File: src/rtl/hazard_stall_ctrl_pkg.sv
// Shared definitions for the pipeline hazard/stall controller:
// FSM state encoding, register-index width and the load-use detector.
package hazard_stall_ctrl_pkg;

  localparam int unsigned REG_W          = 5;
  localparam int unsigned MD_LATENCY_DEF = 4;

  typedef enum logic {
    RUN     = 1'b0,
    MD_WAIT = 1'b1
  } state_e;

  // $0 is hard-wired zero, so a load targeting it can never create a dependency.
  function automatic logic load_use(
    input logic             mem_read,
    input logic [REG_W-1:0] rt_ex,
    input logic [REG_W-1:0] rs_id,
    input logic [REG_W-1:0] rt_id
  );
    return mem_read && (rt_ex != '0) && ((rt_ex == rs_id) || (rt_ex == rt_id));
  endfunction

endpackage

File: src/rtl/hazard_stall_ctrl_if.sv
// Hazard-status inputs and pipeline-control outputs of the stall controller.
// slave = the controller, master = the pipeline datapath driving hazard status.
interface hazard_stall_ctrl_if
  import hazard_stall_ctrl_pkg::*;
#(
  parameter int unsigned STAT_W = 16
) ();

  logic             MemReadID2EX;
  logic [REG_W-1:0] RtID2EX;
  logic [REG_W-1:0] RsIF2ID;
  logic [REG_W-1:0] RtIF2ID;
  logic             MulDivStartEX;
  logic             BranchTakenID;
  logic             ClearStats;

  logic              PCWrite;
  logic              IF2IDWrite;
  logic              IF2IDFlush;
  logic              ID2EXWrite;
  logic              ID2EXFlush;
  logic              EX2MEMFlush;
  logic              MulDivBusy;
  logic              MulDivDone;
  logic [STAT_W-1:0] StallCycles;

  modport slave (
    input  MemReadID2EX, RtID2EX, RsIF2ID, RtIF2ID, MulDivStartEX, BranchTakenID, ClearStats,
    output PCWrite, IF2IDWrite, IF2IDFlush, ID2EXWrite, ID2EXFlush, EX2MEMFlush,
           MulDivBusy, MulDivDone, StallCycles
  );

  modport master (
    output MemReadID2EX, RtID2EX, RsIF2ID, RtIF2ID, MulDivStartEX, BranchTakenID, ClearStats,
    input  PCWrite, IF2IDWrite, IF2IDFlush, ID2EXWrite, ID2EXFlush, EX2MEMFlush,
           MulDivBusy, MulDivDone, StallCycles
  );

endinterface

File: src/rtl/hazard_stall_ctrl_stall_counter.sv
// Saturating event counter with synchronous clear (clear wins over increment).
module stall_counter #(
  parameter int unsigned STAT_W = 16
) (
  input  logic              clk,
  input  logic              rst,
  input  logic              inc,
  input  logic              clr,
  output logic [STAT_W-1:0] count
);

  logic [STAT_W-1:0] count_d, count_q;

  always_comb begin
    count_d = count_q;
    if (clr) begin
      count_d = '0;
    end else if (inc && (count_q != '1)) begin
      count_d = count_q + STAT_W'(1);
    end
  end

  always_ff @(posedge clk or posedge rst) begin
    if (rst) begin
      count_q <= '0;
    end else begin
      count_q <= count_d;
    end
  end

  assign count = count_q;

endmodule

File: src/rtl/hazard_stall_ctrl.sv
// Pipeline hazard controller: load-use bubble, mul/div freeze of EX and
// taken-branch squash, plus a saturating count of PC-stall cycles.
module hazard_stall_ctrl
  import hazard_stall_ctrl_pkg::*;
#(
  parameter int unsigned MD_LATENCY = MD_LATENCY_DEF,
  parameter int unsigned CNT_W      = 3,
  parameter int unsigned STAT_W     = 16
) (
  input logic              clk,
  input logic              rst,
  hazard_stall_ctrl_if.slave bus
);

  state_e           state_d, state_q;
  logic [CNT_W-1:0] cnt_d, cnt_q;

  logic pc_write, if2id_write, if2id_flush, id2ex_write, id2ex_flush, ex2mem_flush;
  logic md_busy, md_done;
  logic lu, resolve_id, freeze;
  logic [STAT_W-1:0] stall_count;

  always_comb begin
    state_d      = state_q;
    cnt_d        = cnt_q;
    pc_write     = 1'b1;
    if2id_write  = 1'b1;
    if2id_flush  = 1'b0;
    id2ex_write  = 1'b1;
    id2ex_flush  = 1'b0;
    ex2mem_flush = 1'b0;
    md_busy      = 1'b0;
    md_done      = 1'b0;
    resolve_id   = 1'b0;
    freeze       = 1'b0;
    lu = load_use(bus.MemReadID2EX, bus.RtID2EX, bus.RsIF2ID, bus.RtIF2ID);

    unique case (state_q)
      RUN: begin
        if (bus.MulDivStartEX) begin
          freeze  = 1'b1;
          cnt_d   = CNT_W'(MD_LATENCY - 2);
          state_d = MD_WAIT;
        end else begin
          resolve_id = 1'b1;
        end
      end
      MD_WAIT: begin
        md_busy = 1'b1;
        if (cnt_q != '0) begin
          freeze = 1'b1;
          cnt_d  = cnt_q - CNT_W'(1);
        end else begin
          md_done    = 1'b1;
          resolve_id = 1'b1;
          state_d    = RUN;
        end
      end
      default: state_d = RUN;
    endcase

    if (freeze) begin
      pc_write     = 1'b0;
      if2id_write  = 1'b0;
      id2ex_write  = 1'b0;
      ex2mem_flush = 1'b1;
    end

    // Load-use outranks the branch: the branch operands are not valid yet,
    // so the redirect is deferred until the load result can be forwarded.
    if (resolve_id) begin
      if (lu) begin
        pc_write    = 1'b0;
        if2id_write = 1'b0;
        id2ex_flush = 1'b1;
      end else if (bus.BranchTakenID) begin
        if2id_flush = 1'b1;
      end
    end

    // Outputs are Mealy, so hold them at reset values for as long as rst is high.
    if (rst) begin
      pc_write     = 1'b1;
      if2id_write  = 1'b1;
      if2id_flush  = 1'b0;
      id2ex_write  = 1'b1;
      id2ex_flush  = 1'b0;
      ex2mem_flush = 1'b0;
      md_busy      = 1'b0;
      md_done      = 1'b0;
    end
  end

  always_ff @(posedge clk or posedge rst) begin
    if (rst) begin
      state_q <= RUN;
      cnt_q   <= '0;
    end else begin
      state_q <= state_d;
      cnt_q   <= cnt_d;
    end
  end

  stall_counter #(
    .STAT_W(STAT_W)
  ) u_stall_counter (
    .clk  (clk),
    .rst  (rst),
    .inc  (~pc_write),
    .clr  (bus.ClearStats),
    .count(stall_count)
  );

  assign bus.PCWrite     = pc_write;
  assign bus.IF2IDWrite  = if2id_write;
  assign bus.IF2IDFlush  = if2id_flush;
  assign bus.ID2EXWrite  = id2ex_write;
  assign bus.ID2EXFlush  = id2ex_flush;
  assign bus.EX2MEMFlush = ex2mem_flush;
  assign bus.MulDivBusy  = md_busy;
  assign bus.MulDivDone  = md_done;
  assign bus.StallCycles = stall_count;

endmodule

File: src/flat_wrapper.sv
// flat-port wrapper written by rule: the top's interface ports become plain ports
module hazard_stall_ctrl_flat import hazard_stall_ctrl_pkg::*;
#(
  parameter int unsigned MD_LATENCY = MD_LATENCY_DEF,
  parameter int unsigned CNT_W      = 3,
  parameter int unsigned STAT_W     = 16
)
  (clk, rst, bus_MemReadID2EX, bus_RtID2EX, bus_RsIF2ID, bus_RtIF2ID, bus_MulDivStartEX, bus_BranchTakenID, bus_ClearStats, bus_PCWrite, bus_IF2IDWrite, bus_IF2IDFlush, bus_ID2EXWrite, bus_ID2EXFlush, bus_EX2MEMFlush, bus_MulDivBusy, bus_MulDivDone, bus_StallCycles);
  hazard_stall_ctrl_if #(.STAT_W(STAT_W)) bus_i ();
  input logic clk;
  input logic rst;
  input wire logic [$bits(bus_i.MemReadID2EX)-1:0] bus_MemReadID2EX;
  input wire logic [$bits(bus_i.RtID2EX)-1:0] bus_RtID2EX;
  input wire logic [$bits(bus_i.RsIF2ID)-1:0] bus_RsIF2ID;
  input wire logic [$bits(bus_i.RtIF2ID)-1:0] bus_RtIF2ID;
  input wire logic [$bits(bus_i.MulDivStartEX)-1:0] bus_MulDivStartEX;
  input wire logic [$bits(bus_i.BranchTakenID)-1:0] bus_BranchTakenID;
  input wire logic [$bits(bus_i.ClearStats)-1:0] bus_ClearStats;
  output wire logic [$bits(bus_i.PCWrite)-1:0] bus_PCWrite;
  output wire logic [$bits(bus_i.IF2IDWrite)-1:0] bus_IF2IDWrite;
  output wire logic [$bits(bus_i.IF2IDFlush)-1:0] bus_IF2IDFlush;
  output wire logic [$bits(bus_i.ID2EXWrite)-1:0] bus_ID2EXWrite;
  output wire logic [$bits(bus_i.ID2EXFlush)-1:0] bus_ID2EXFlush;
  output wire logic [$bits(bus_i.EX2MEMFlush)-1:0] bus_EX2MEMFlush;
  output wire logic [$bits(bus_i.MulDivBusy)-1:0] bus_MulDivBusy;
  output wire logic [$bits(bus_i.MulDivDone)-1:0] bus_MulDivDone;
  output wire logic [$bits(bus_i.StallCycles)-1:0] bus_StallCycles;
  assign bus_i.MemReadID2EX = bus_MemReadID2EX;
  assign bus_i.RtID2EX = bus_RtID2EX;
  assign bus_i.RsIF2ID = bus_RsIF2ID;
  assign bus_i.RtIF2ID = bus_RtIF2ID;
  assign bus_i.MulDivStartEX = bus_MulDivStartEX;
  assign bus_i.BranchTakenID = bus_BranchTakenID;
  assign bus_i.ClearStats = bus_ClearStats;
  assign bus_PCWrite = bus_i.PCWrite;
  assign bus_IF2IDWrite = bus_i.IF2IDWrite;
  assign bus_IF2IDFlush = bus_i.IF2IDFlush;
  assign bus_ID2EXWrite = bus_i.ID2EXWrite;
  assign bus_ID2EXFlush = bus_i.ID2EXFlush;
  assign bus_EX2MEMFlush = bus_i.EX2MEMFlush;
  assign bus_MulDivBusy = bus_i.MulDivBusy;
  assign bus_MulDivDone = bus_i.MulDivDone;
  assign bus_StallCycles = bus_i.StallCycles;
  hazard_stall_ctrl #(.MD_LATENCY(MD_LATENCY), .CNT_W(CNT_W), .STAT_W(STAT_W)) u_core (.clk(clk), .rst(rst), .bus(bus_i));
endmodule
File: config.mk
export PLATFORM = sky130hd
export DESIGN_NAME = hazard_stall_ctrl_flat
export DESIGN_NICKNAME = d
export VERILOG_FILES = /design/src/rtl/hazard_stall_ctrl_pkg.sv /design/src/rtl/hazard_stall_ctrl_if.sv /design/src/rtl/hazard_stall_ctrl_stall_counter.sv /design/src/rtl/hazard_stall_ctrl.sv /design/src/flat_wrapper.sv
export SDC_FILE = /design/constraint.sdc
export NUM_CORES = 1
export LEC_CHECK = 0
export ABC_AREA = 1
export ABC_CLOCK_PERIOD_IN_PS = 2510
export CAP_MARGIN = 0
export CORE_UTILIZATION = 37
export DETAILED_ROUTE_END_ITERATION = 7
export PLACE_DENSITY_LB_ADDON = 0.12
export SLEW_MARGIN = 10
export SYNTH_ARGS = -nofsm -noshare
export SYNTH_HDL_FRONTEND = slang
export SYNTH_SLANG_ARGS = --single-unit
File: constraint.sdc
create_clock -name clk -period 2.51 [get_ports clk]
set_input_delay 0.502 -clock clk [delete_from_list [all_inputs] [get_ports clk]]
set_output_delay 0.502 -clock clk [all_outputs]
set_load 0.01 [all_outputs]
==> flow_metrics.env, run 1 <==
export IMPL_core_um2=4060
export IMPL_num_antenna_cells=0
export IMPL_vias_per_cell=4.78
export IMPL_avgSynthCellArea_um2=6.88
export IMPL_port_buffers=44
export IMPL_grt_max_degree=33
export IMPL_cts_sinks=20
export IMPL_dr_pass1_iters=6
export IMPL_path_cells="clkdlybuf4s50_1 > nand2_1 > inv_1 > nor2_1 > nor2_1 > nand3_1 > nand2_2 > a21oi_1 > dlygate4sd2_1"
export IMPL_timing_critical_path_buf_inv=3
export IMPL_grt_pass1_vias=1473
export IMPL_drc=0
export IMPL_synthTopCellsByArea="dfrtp_1 31%, nand2_1 14%, inv_1 9.4%"
export IMPL_layout_cells_non_filler=332
export IMPL_areaGrowthSynthToFinish_pct=36.9
export IMPL_setup_viol=0
export IMPL_crit_fanout=2
export IMPL_pwr_density_cell_nw_per_um2=510
export IMPL_rows=23
export IMPL_synth_top_flop_cell="dfrtp_1"
export IMPL_path_clk_slew_ns=0.07
export IMPL_drt_total_wl_mm=3.69
export IMPL_cp_slowest_stage_delay_ns=0.47
export IMPL_die_h_um=67.6
export IMPL_multi_input_area_um2=906
export IMPL_finalCriticalPeriod_ns=2.28
export IMPL_placedInstanceArea_um2=2120
export IMPL_synth_warnings=0
export IMPL_finalHoldWorstSlack_ns=0.496
export IMPL_ys_ff_latch=20
export IMPL_yosysMostFrequentCell="nand2_1"
export IMPL_synthTopCellsByCount="60 x nand2_1, 40 x inv_1, 25 x nand3_1"
export IMPL_grt_util_all_layers=0.182
export IMPL_r2r_setup_slack_ns=0.57
export IMPL_status="finished, final reports clean"
export IMPL_drive_gt1_frac=0.121
export IMPL_critPathKind="in -> out"
export IMPL_critPathCaptureType="primary output"
export IMPL_critPathLaunchType="input pin"
export IMPL_synth_distinct_cells=27
export IMPL_p_leak_nw=1.20
export IMPL_yosys_area_top_type_share=0.315
export IMPL_drv_slew=0
export IMPL_final_antenna_net_count=0
export IMPL_max_cap_violations=0
export IMPL_grt_overflow_total=0
export IMPL_initial_core_util=0.392
export IMPL_yosys_area_top_type="dfrtp_1"
export IMPL_synthArstFlopShare=1.00
export IMPL_wire_per_inst_um=11.1
export IMPL_fillers=409
export IMPL_hold_buffers=0
export IMPL_worstPathRequired_ns=2.01
export IMPL_die_x_um=67.6
export IMPL_critPathTopFamily="buffers and inverters"
export IMPL_slew_limit_headroom=0.785
export IMPL_skew_ns=0.00517
export IMPL_clock_latency_ns=0.26
export IMPL_antenna_found_initial=0
export IMPL_tightest_slew_ns=0.323
export IMPL_htreeDepth=1
export IMPL_hold_path_class="reg -> reg"
export IMPL_crit_top_cell="nor2_1"
export IMPL_final_hold_viol_count=0
export IMPL_seqCellArea_um2=500
export IMPL_synthesis_nets=255
export IMPL_cts_tree="built"
export IMPL_postSynthCellCount=231
export IMPL_cts_root_buf="clkbuf_8"
export IMPL_dieArea_um2=4560
export IMPL_synth_edf_count=0
export IMPL_crit_slowest_cell="clkdlybuf4s50_1"
export IMPL_drt_iter0_markers=92
export IMPL_arrival_ns=1.77
export IMPL_nNetsFinal=308
export IMPL_place_inst=328
export IMPL_synth_area_um2=1590
export IMPL_fmax_mhz=439
export IMPL_dpl_hpwl_mm=2.79
export IMPL_rsz0062_at_grt="no"
export IMPL_grt_pass1_wl_mm=6.42
export IMPL_yosysSeqAreaShare=0.315
export IMPL_final_area_um2=2180
export IMPL_num_vias=1588
export IMPL_place_gp_congestion=0.846
export IMPL_p_total_mw=1.11
export IMPL_top_level_ports=45
export IMPL_period_share=0.907
export IMPL_numCtsBuffers=3
export IMPL_vdd_drop_max_mv=0.239
export IMPL_cts_max_path_buffers=2
## kinds of logic (layout without fill, tap and decap cells)
family / after synthesis / in the layout / share of synthesized area
simple gates: 139 / 139 / 0.434
buf+inv: 49 / 100 / 0.128
flops: 20 / 20 / 0.315
xor+xnor: 15 / 15 / 0.0826
compound gates: 5 / 5 / 0.0173
fa+ha+maj: 3 / 3 / 0.0236
## worst paths after layout
kind | from | to | depth (start not counted)
worst max-delay path | bus_RtIF2ID[0] | bus_IF2IDFlush | 9
worst min-delay path | u_core.cnt_q[0] | u_core.cnt_q[0] | 1
worst max register to register | u_core.u_stall_counter.count[1] | u_core.u_stall_counter.count[2] | 9
worst min register to register | u_core.cnt_q[0] | u_core.cnt_q[0] | 1
max in group asynchronous | rst | u_core.u_stall_counter.count[6] | 3
min in group asynchronous | rst | u_core.u_stall_counter.count[0] | 3
## per-stage QoR
step	util	worst slack, ns	TNS (ns)
5_1_grt	0.537	0.0899	0
3_5_place_dp	0.523	-0.280	-0.874
2_1_floorplan	-	0.184	0
3_3_place_gp	0.523	-0.259	-0.798
6_report	0.537	0.234	0
4_1_cts	0.535	0.0243	0
## worst register-to-register path: stages, from the launching register on
cell	delay (ns)
dfrtp_1	0.43
ha_1	0.24
inv_1	0.10
nor3_4	0.26
nand2_2	0.10
nor2_4	0.11
nand3_4	0.21
nand2_4	0.27
nand3_1	0.10
nand2_1	0.07
## metal layers
layer  GRT usage  part of all wire  vias up
met5           0                 0        -
met1       0.254              0.50      715
met3      0.0203             0.033        2
li1            -                 -      838
met4      0.0399            0.0076        0
met2       0.298              0.46       33
## sequential cells by signal, indices dropped and copies added, names as in the netlist
name	count
u_core.cnt_q	3
u_core.state_q	1
u_core.u_stall_counter.count	16
## power by group
| part | switching [mW] | total [mW] | internal, mW | leakage (nW) |
|---|---|---|---|---|
| clock network | 0.108 | 0.215 | 0.107 | 0.0216 |
| registers | 0.0245 | 0.389 | 0.364 | 0.269 |
| logic | 0.282 | 0.507 | 0.225 | 0.905 |
| total | 0.415 | 1.11 | 0.696 | 1.20 |
## layout make-up
type | count | area share
sequential | 20 | 0.230
multi-input combinational | 162 | 0.416
clock buffer | 3 | 0.0190
inverter | 42 | 0.0724
timing repair buffer | 55 | 0.234
tap | 50 | 0.0287
## cells in the final DEF (no fill, tap or decap)
cell type        netlist  layout
clkbuf_2               0       3
nor3b_1                1       1
inv_1                 40      40
dlygate4sd2_1          0       5
nand2_1               60      59
nand3_4                1       2
nand2_4                2       2
inv_2                  2       2
nor2_4                 1       2
a22oi_1                1       1
o21ai_0                2       2
nand3_2                3       3
nor3_1                 1       1
dlymetal6s2s_1         0       3
a21oi_1                2       2
clkdlybuf4s50_1        0      33
ha_1                   3       3
nor2_1                20      20
nand3_1               25      24
nand2_2                3       4
buf_4                  1      11
xnor2_1                4       4
dfrtp_1               20      20
xor2_1                11      11
nor3_2                 1       1
nor3_4                 1       1
clkbuf_8               0       3
nand4_1               19      19
## repair_timing
item                       in CTS  in global routing
hold endpoints to repair        0                  0
setup buffers                   1                  0
setup endpoints to repair       6                  3
resized for setup              10                 11
pin swaps                       2                  3
Note: power is estimated with default switching activity, not from simulation.
==> run 2: changes to the inputs <==
Settings changed: ABC_AREA 1 to 0, CELL_PAD_IN_SITES_DETAIL_PLACEMENT set to 1, CELL_PAD_IN_SITES_GLOBAL_PLACEMENT set to 1, CORE_UTILIZATION 37 to 32.
==> run 2 against run 1 <==
Effect of this change:
- critical path depth down 2
- largest cell class unchanged
- highest routed layer unchanged
- global-route usage up 2.7 points
- non-clock buffer count up 13
- critical endpoint is now bus_ID2EXFlush
- combinational power up 18%
- clock power about the same
- setup slack worse by 0.14 ns
- register-to-register slack worse by 0.41 ns
- sequential power up 6.9%
- sequential share of layout area up 1.6 points
- critical path type unchanged
==> flow_metrics.env, run 2 <==
export IMPL_dieArea_um2=4290
export IMPL_clock_power_share=0.175
export IMPL_die_x_um=65.5
export IMPL_hold_start="u_core.cnt_q[2]"
export IMPL_r2r_cells=11
export IMPL_synthTopCellsByArea="dfrtp_1 39%, xnor2_1 7.5%, a21oi_1 5.4%"
export IMPL_finalHoldWorstSlack_ns=0.576
export IMPL_r2r_setup_slack_ns=0.16
export IMPL_max_cap_violations=0
export IMPL_status="finished, final reports clean"
export IMPL_p_seq_frac=0.338
export IMPL_synth_top_flop_cell="dfrtp_1"
export IMPL_core_um2=3770
export IMPL_grt_pass1_vias=1451
export IMPL_final_hold_viol_count=0
export IMPL_numCtsBuffers=3
export IMPL_seqCellArea_um2=500
export IMPL_yosysSeqAreaShare=0.388
export IMPL_layout_commonest_cell="clkdlybuf4s50_1"
export IMPL_synth_warnings=0
export IMPL_tightest_slew_ns=0.389
export IMPL_layout_cells_non_filler=258
export IMPL_cts_root_buf="clkbuf_8"
export IMPL_place_ws_ns=-0.683
export IMPL_yosys_area_top_type="dfrtp_1"
export IMPL_postSynthCellCount=145
export IMPL_ys_ff_latch=20
export IMPL_grt_max_degree=21
export IMPL_clock_latency_ns=0.26
export IMPL_grt_pass1_wl_mm=6.81
export IMPL_crit_start="bus_RsIF2ID[3]"
export IMPL_placedInstanceArea_um2=1860
export IMPL_htreeDepth=1
export IMPL_port_buffers=44
export IMPL_drt_total_wl_mm=4.04
export IMPL_cts_max_path_buffers=2
export IMPL_final_cell_mix="28 x clkdlybuf4s50_1, 24 x buf_4, 20 x dfrtp_1"
export IMPL_setup_viol=0
export IMPL_drv_slew=0
export IMPL_largest_reg_flops=16
export IMPL_final_antenna_net_count=0
export IMPL_wire_per_inst_um=15.7
export IMPL_place_inst=248
export IMPL_fmax_mhz=414
export IMPL_die_h_um=65.5
export IMPL_dpl_hpwl_mm=3.02
export IMPL_areaGrowthSynthToFinish_pct=58.0
export IMPL_synthArstFlopShare=1.00
export IMPL_vias_per_cell=5.31
export IMPL_sw_frac_of_total=0.358
export IMPL_pwr_density_cell_nw_per_um2=604
export IMPL_crit_slowest_cell="clkdlybuf4s50_1"
export IMPL_grt_overflow_total=0
export IMPL_synthTopCellsByCount="20 x dfrtp_1, 14 x a21oi_1, 12 x nand2_1"
export IMPL_yosysMostFrequentCell="dfrtp_1"
export IMPL_nNetsFinal=236
export IMPL_finalCriticalPeriod_ns=2.41
export IMPL_cts_tree="built"
export IMPL_drc=0
export IMPL_grt_util_all_layers=0.209
export IMPL_p_int_mw=0.790
export IMPL_hold_path_class="reg -> reg"
export IMPL_critPathLaunchType="input pin"
export IMPL_yosys_area_top_type_share=0.388
export IMPL_cts_sinks=20
export IMPL_avgSynthCellArea_um2=8.89
export IMPL_synth_edf_count=0
export IMPL_comb_power_share=0.487
export IMPL_fillers=442
export IMPL_worstPathRequired_ns=2.01
export IMPL_initial_core_util=0.342
export IMPL_rows=22
export IMPL_hold_depth=1
export IMPL_slew_limit_headroom=0.738
export IMPL_path_clk_slew_ns=0.07
export IMPL_post_route_util=0.540
export IMPL_drive_gt1_frac=0.252
export IMPL_drt_iter0_markers=59
export IMPL_crit_fanout=3
export IMPL_synthesis_nets=169
export IMPL_critPathKind="in -> out"
export IMPL_skew_ns=0.00644
export IMPL_num_vias=1369
export IMPL_critPathCaptureType="primary output"
export IMPL_p_total_mw=1.23
export IMPL_place_gp_congestion=0.734
export IMPL_top_level_ports=45
export IMPL_power_switching_mw=0.440
export IMPL_r2r_start="u_core.cnt_q[0]"
export IMPL_synth_distinct_cells=34
export IMPL_p_leak_nw=0.870
export IMPL_arrival_ns=1.91
export IMPL_fin_ws_ns=0.0970
export IMPL_antenna_found_initial=0
export IMPL_num_antenna_cells=0
export IMPL_final_area_um2=2040
export IMPL_cp_slowest_stage_delay_ns=0.52
export IMPL_hold_buffers=0
export IMPL_setup_tns_ns=0
export IMPL_multi_input_area_um2=791
export IMPL_synth_area_um2=1290
export IMPL_period_share=0.961
export IMPL_vdd_drop_max_mv=0.361
export IMPL_path_cells="clkdlybuf4s50_1 > xnor2_2 > nand2_1 > o22ai_2 > nor2b_4 > and3_4 > buf_2"
export IMPL_dr_pass1_iters=4
[run 2: path summary, 6_finish.rpt]
check | endpoint
max | bus_ID2EXFlush
max reg2reg | u_core.u_stall_counter.count[12]
min in group asynchronous | u_core.state_q
max in group asynchronous | u_core.u_stall_counter.count[7]
min | u_core.cnt_q[2]
min reg2reg | u_core.cnt_q[2]
[run 2: worst max-delay path, delay by kind of cell]
kind	cells	cell delay (ns)
compound gates	1	0.12
xor+xnor	1	0.14
buf+inv	2	0.65
simple gates	3	0.50
[run 2: cell type report]
type | instances | share of cell area
flip-flops and latches | 20 | 0.246
multi-input cells | 110 | 0.388
repair buffers | 68 | 0.299
clock buffers | 3 | 0.0203
inverters | 9 | 0.0166
well taps | 48 | 0.0295
[run 2: power groups by stage]
| stage | Sequential, mW | Combinational [mW] | Clock [mW] |
|---|---|---|---|
| finish | 0.416 | 0.600 | 0.215 |
| global route | 0.424 | 0.657 | 0.233 |
| CTS | 0.415 | 0.580 | 0.219 |
| detailed placement | 0.420 | 0.554 | 0 |
| global placement | 0.416 | 0.517 | 0 |
| floorplan | 0.413 | 0.311 | 0 |
[run 2: logic make-up after synthesis]
group,count (synthesis),synth area share
AO/OA/AOI/OAI,36,0.166
XOR/XNOR,12,0.0816
adder cells (fa/ha/maj),3,0.0291
buffers and inverters,15,0.0680
flip-flops,20,0.388
multiplexers,3,0.0252
AND/OR/NAND/NOR,56,0.242
[run 2: what timing repair did]
action | CTS | global route
setup endpoints to repair | 6 | 17
resized for setup | 32 | 19
buffers inserted | 6 | 2
pin swaps | 4 | 8
[run 2: metal layers]
layer  up-vias  wire (um)  GRT usage
met4         0         63     0.0625
met2        29       2120      0.376
met3         9        128     0.0417
met1       675       1730      0.247
met5         -          0          0
li1        656          -          -
==> run 3: changes to the inputs <==
Settings changed: ABC_CLOCK_PERIOD_IN_PS 2510 to 3100, CAP_MARGIN 0 to 5, CORE_UTILIZATION 32 to 35, PLACE_DENSITY_LB_ADDON 0.12 to 0.1.
Clock period 2.51 ns to 3.1 ns, I/O delays scaled along.
==> run 3 against run 2 <==
Effect of this change:
- clock-buffer cell count did not move
- wire length decreased by 13%
- sequential cell count stayed put
- via count decreased by 8.0%
- combinational power shrank 37%
- die area down 8.3%
- cell count decreased by 6.2%
- first-iteration DRC count decreased by 5.1%
- clock skew grew 0.0056 ns
- utilization rose by 0.94 points
- critical path type unchanged
- critical endpoint is now bus_IF2IDFlush
- largest power group unchanged
- highest routed layer is now met3
==> flow_metrics.env, run 3 (synthesized netlist as in run 2, its figures left out) <==
export IMPL_status="finished, final reports clean"
export IMPL_rr_endpoint="u_core.u_stall_counter.count[9]"
export IMPL_drt_total_wl_mm=3.53
export IMPL_slew_limit_headroom=0.338
export IMPL_critPathTopFamily="simple AND/OR/NAND/NOR gates"
export IMPL_placedInstanceArea_um2=1800
export IMPL_drv_slew=0
export IMPL_period_share=0.972
export IMPL_grt_overflow_total=0
export IMPL_pwr_density_cell_nw_per_um2=516
export IMPL_crit_fanout=3
export IMPL_final_area_um2=1890
export IMPL_min_to="u_core.cnt_q[2]"
export IMPL_p_leak_nw=0.732
export IMPL_r2r_start="u_core.cnt_q[0]"
export IMPL_layout_commonest_cell="clkdlybuf4s50_1"
export IMPL_initial_core_util=0.374
export IMPL_areaGrowthSynthToFinish_pct=46.7
export IMPL_place_gp_congestion=0.706
export IMPL_crit_start="bus_RtID2EX[0]"
export IMPL_dr_pass1_iters=4
export IMPL_critPathCaptureType="primary output"
export IMPL_hold_buffers=0
export IMPL_grt_max_degree=30
export IMPL_clock_latency_ns=0.26
export IMPL_cts_tree="built"
export IMPL_skew_ns=0.0120
export IMPL_core_um2=3440
export IMPL_drive_gt1_frac=0.112
export IMPL_cts_root_buf="clkbuf_8"
export IMPL_tightest_slew_ns=0.993
export IMPL_htreeDepth=1
export IMPL_cts_max_path_buffers=2
export IMPL_setup_viol=0
export IMPL_final_antenna_net_count=0
export IMPL_r2r_cells=8
export IMPL_drt_iter0_markers=56
export IMPL_critPathKind="in -> out"
export IMPL_grt_util_all_layers=0.198
export IMPL_drc=0
export IMPL_timing_critical_path_buf_inv=2
export IMPL_vias_per_cell=5.20
export IMPL_num_vias=1259
export IMPL_port_buffers=44
export IMPL_cts_sinks=20
export IMPL_fmax_mhz=332
export IMPL_die_x_um=62.7
export IMPL_path_clk_slew_ns=0.07
export IMPL_hold_start="u_core.cnt_q[2]"
export IMPL_numCtsBuffers=3
export IMPL_path_cells="clkdlybuf4s50_1 > or4_1 > o21ai_2 > nor2b_4 > nor4b_2 > dlygate4sd2_1"
export IMPL_antenna_found_initial=0
export IMPL_rsz0062_at_grt="no"
export IMPL_vdd_drop_max_mv=0.215
export IMPL_cp_slowest_stage_delay_ns=0.55
export IMPL_finalCriticalPeriod_ns=3.01
export IMPL_postCtsSetupBuffers=0
export IMPL_arrival_ns=2.39
export IMPL_place_ws_ns=-0.360
export IMPL_grt_pass1_wl_mm=6.22
export IMPL_nNetsFinal=221
export IMPL_top_level_ports=45
export IMPL_rows=21
export IMPL_r2r_setup_slack_ns=0.58
export IMPL_max_cap_violations=0
export IMPL_grt_pass1_vias=1419
export IMPL_critPathLaunchType="input pin"
export IMPL_die_h_um=62.7
export IMPL_final_hold_viol_count=0
export IMPL_crit_slowest_cell="or4_1"
export IMPL_fin_ws_ns=0.0866
export IMPL_largest_reg_flops=16
export IMPL_worstPathRequired_ns=2.48
export IMPL_dieArea_um2=3930
export IMPL_num_antenna_cells=0
export IMPL_wire_per_inst_um=14.6
export IMPL_hold_path_class="reg -> reg"
export IMPL_dpl_hpwl_mm=2.74
export IMPL_hold_depth=1
export IMPL_final_cell_mix="40 x clkdlybuf4s50_1, 20 x dfrtp_1, 14 x a21oi_1"
## run 3: repair_timing
action                     in CTS  in global routing
hold endpoints to repair        0                  0
setup endpoints to repair       4                  1
gates resized for setup         9                  1
cloned                          0                  0
## run 3: how the worst max path moves through the flow
| stage | endpoint | slack, ns | depth (start not counted) |
|---|---|---|---|
| 6_report | bus_IF2IDFlush | 0.09 | 6 |
| 5_1_grt | bus_IF2IDFlush | 0.006 | 6 |
| 4_1_cts | bus_IF2IDFlush | 0.02 | 6 |
| 3_5_place_dp | bus_IF2IDFlush | -0.36 | 6 |
| 3_3_place_gp | bus_IF2IDFlush | -0.24 | 6 |
| 2_1_floorplan | bus_PCWrite | 0.55 | 5 |
## run 3: cell type report
cell class | instances | area [um^2]
inverters | 9 | 33.8
flip-flops and latches | 20 | 500
fillers | 403 | 1550
clock inverters | 1 | 30.0
well taps | 46 | 57.6
multi-input cells | 110 | 724
clock buffers | 3 | 41.3
repair buffers | 53 | 503
## run 3: metal layers
layer  wire length [um]  vias up  track usage
met4                  0        0       0.0349
met1               1530      612        0.227
met5                  0        -            0
li1                   -      623            -
met2               1910       24        0.387
met3                 87        0       0.0237
## run 3: power breakdown
group | leakage [nW] | internal (mW) | switching [mW]
Combinational | 0.428 | 0.187 | 0.189
Clock | 0.0357 | 0.172 | 0.0940
Sequential | 0.269 | 0.296 | 0.0388
Total | 0.732 | 0.655 | 0.321
## run 3: metrics by stage
step | power [mW] | setup TNS, ns | util | hold WS [ns] | cells
floorplan | 0.586 | 0 | - | 0.516 | 145
detailed placement | 0.721 | -1.03 | 0.523 | 0.556 | 238
global route | 1.05 | 0 | 0.549 | 0.609 | 242
finish | 0.976 | 0 | 0.549 | 0.575 | 242
global placement | 0.701 | -0.636 | 0.523 | 0.536 | 238
CTS | 0.983 | 0 | 0.547 | 0.575 | 242
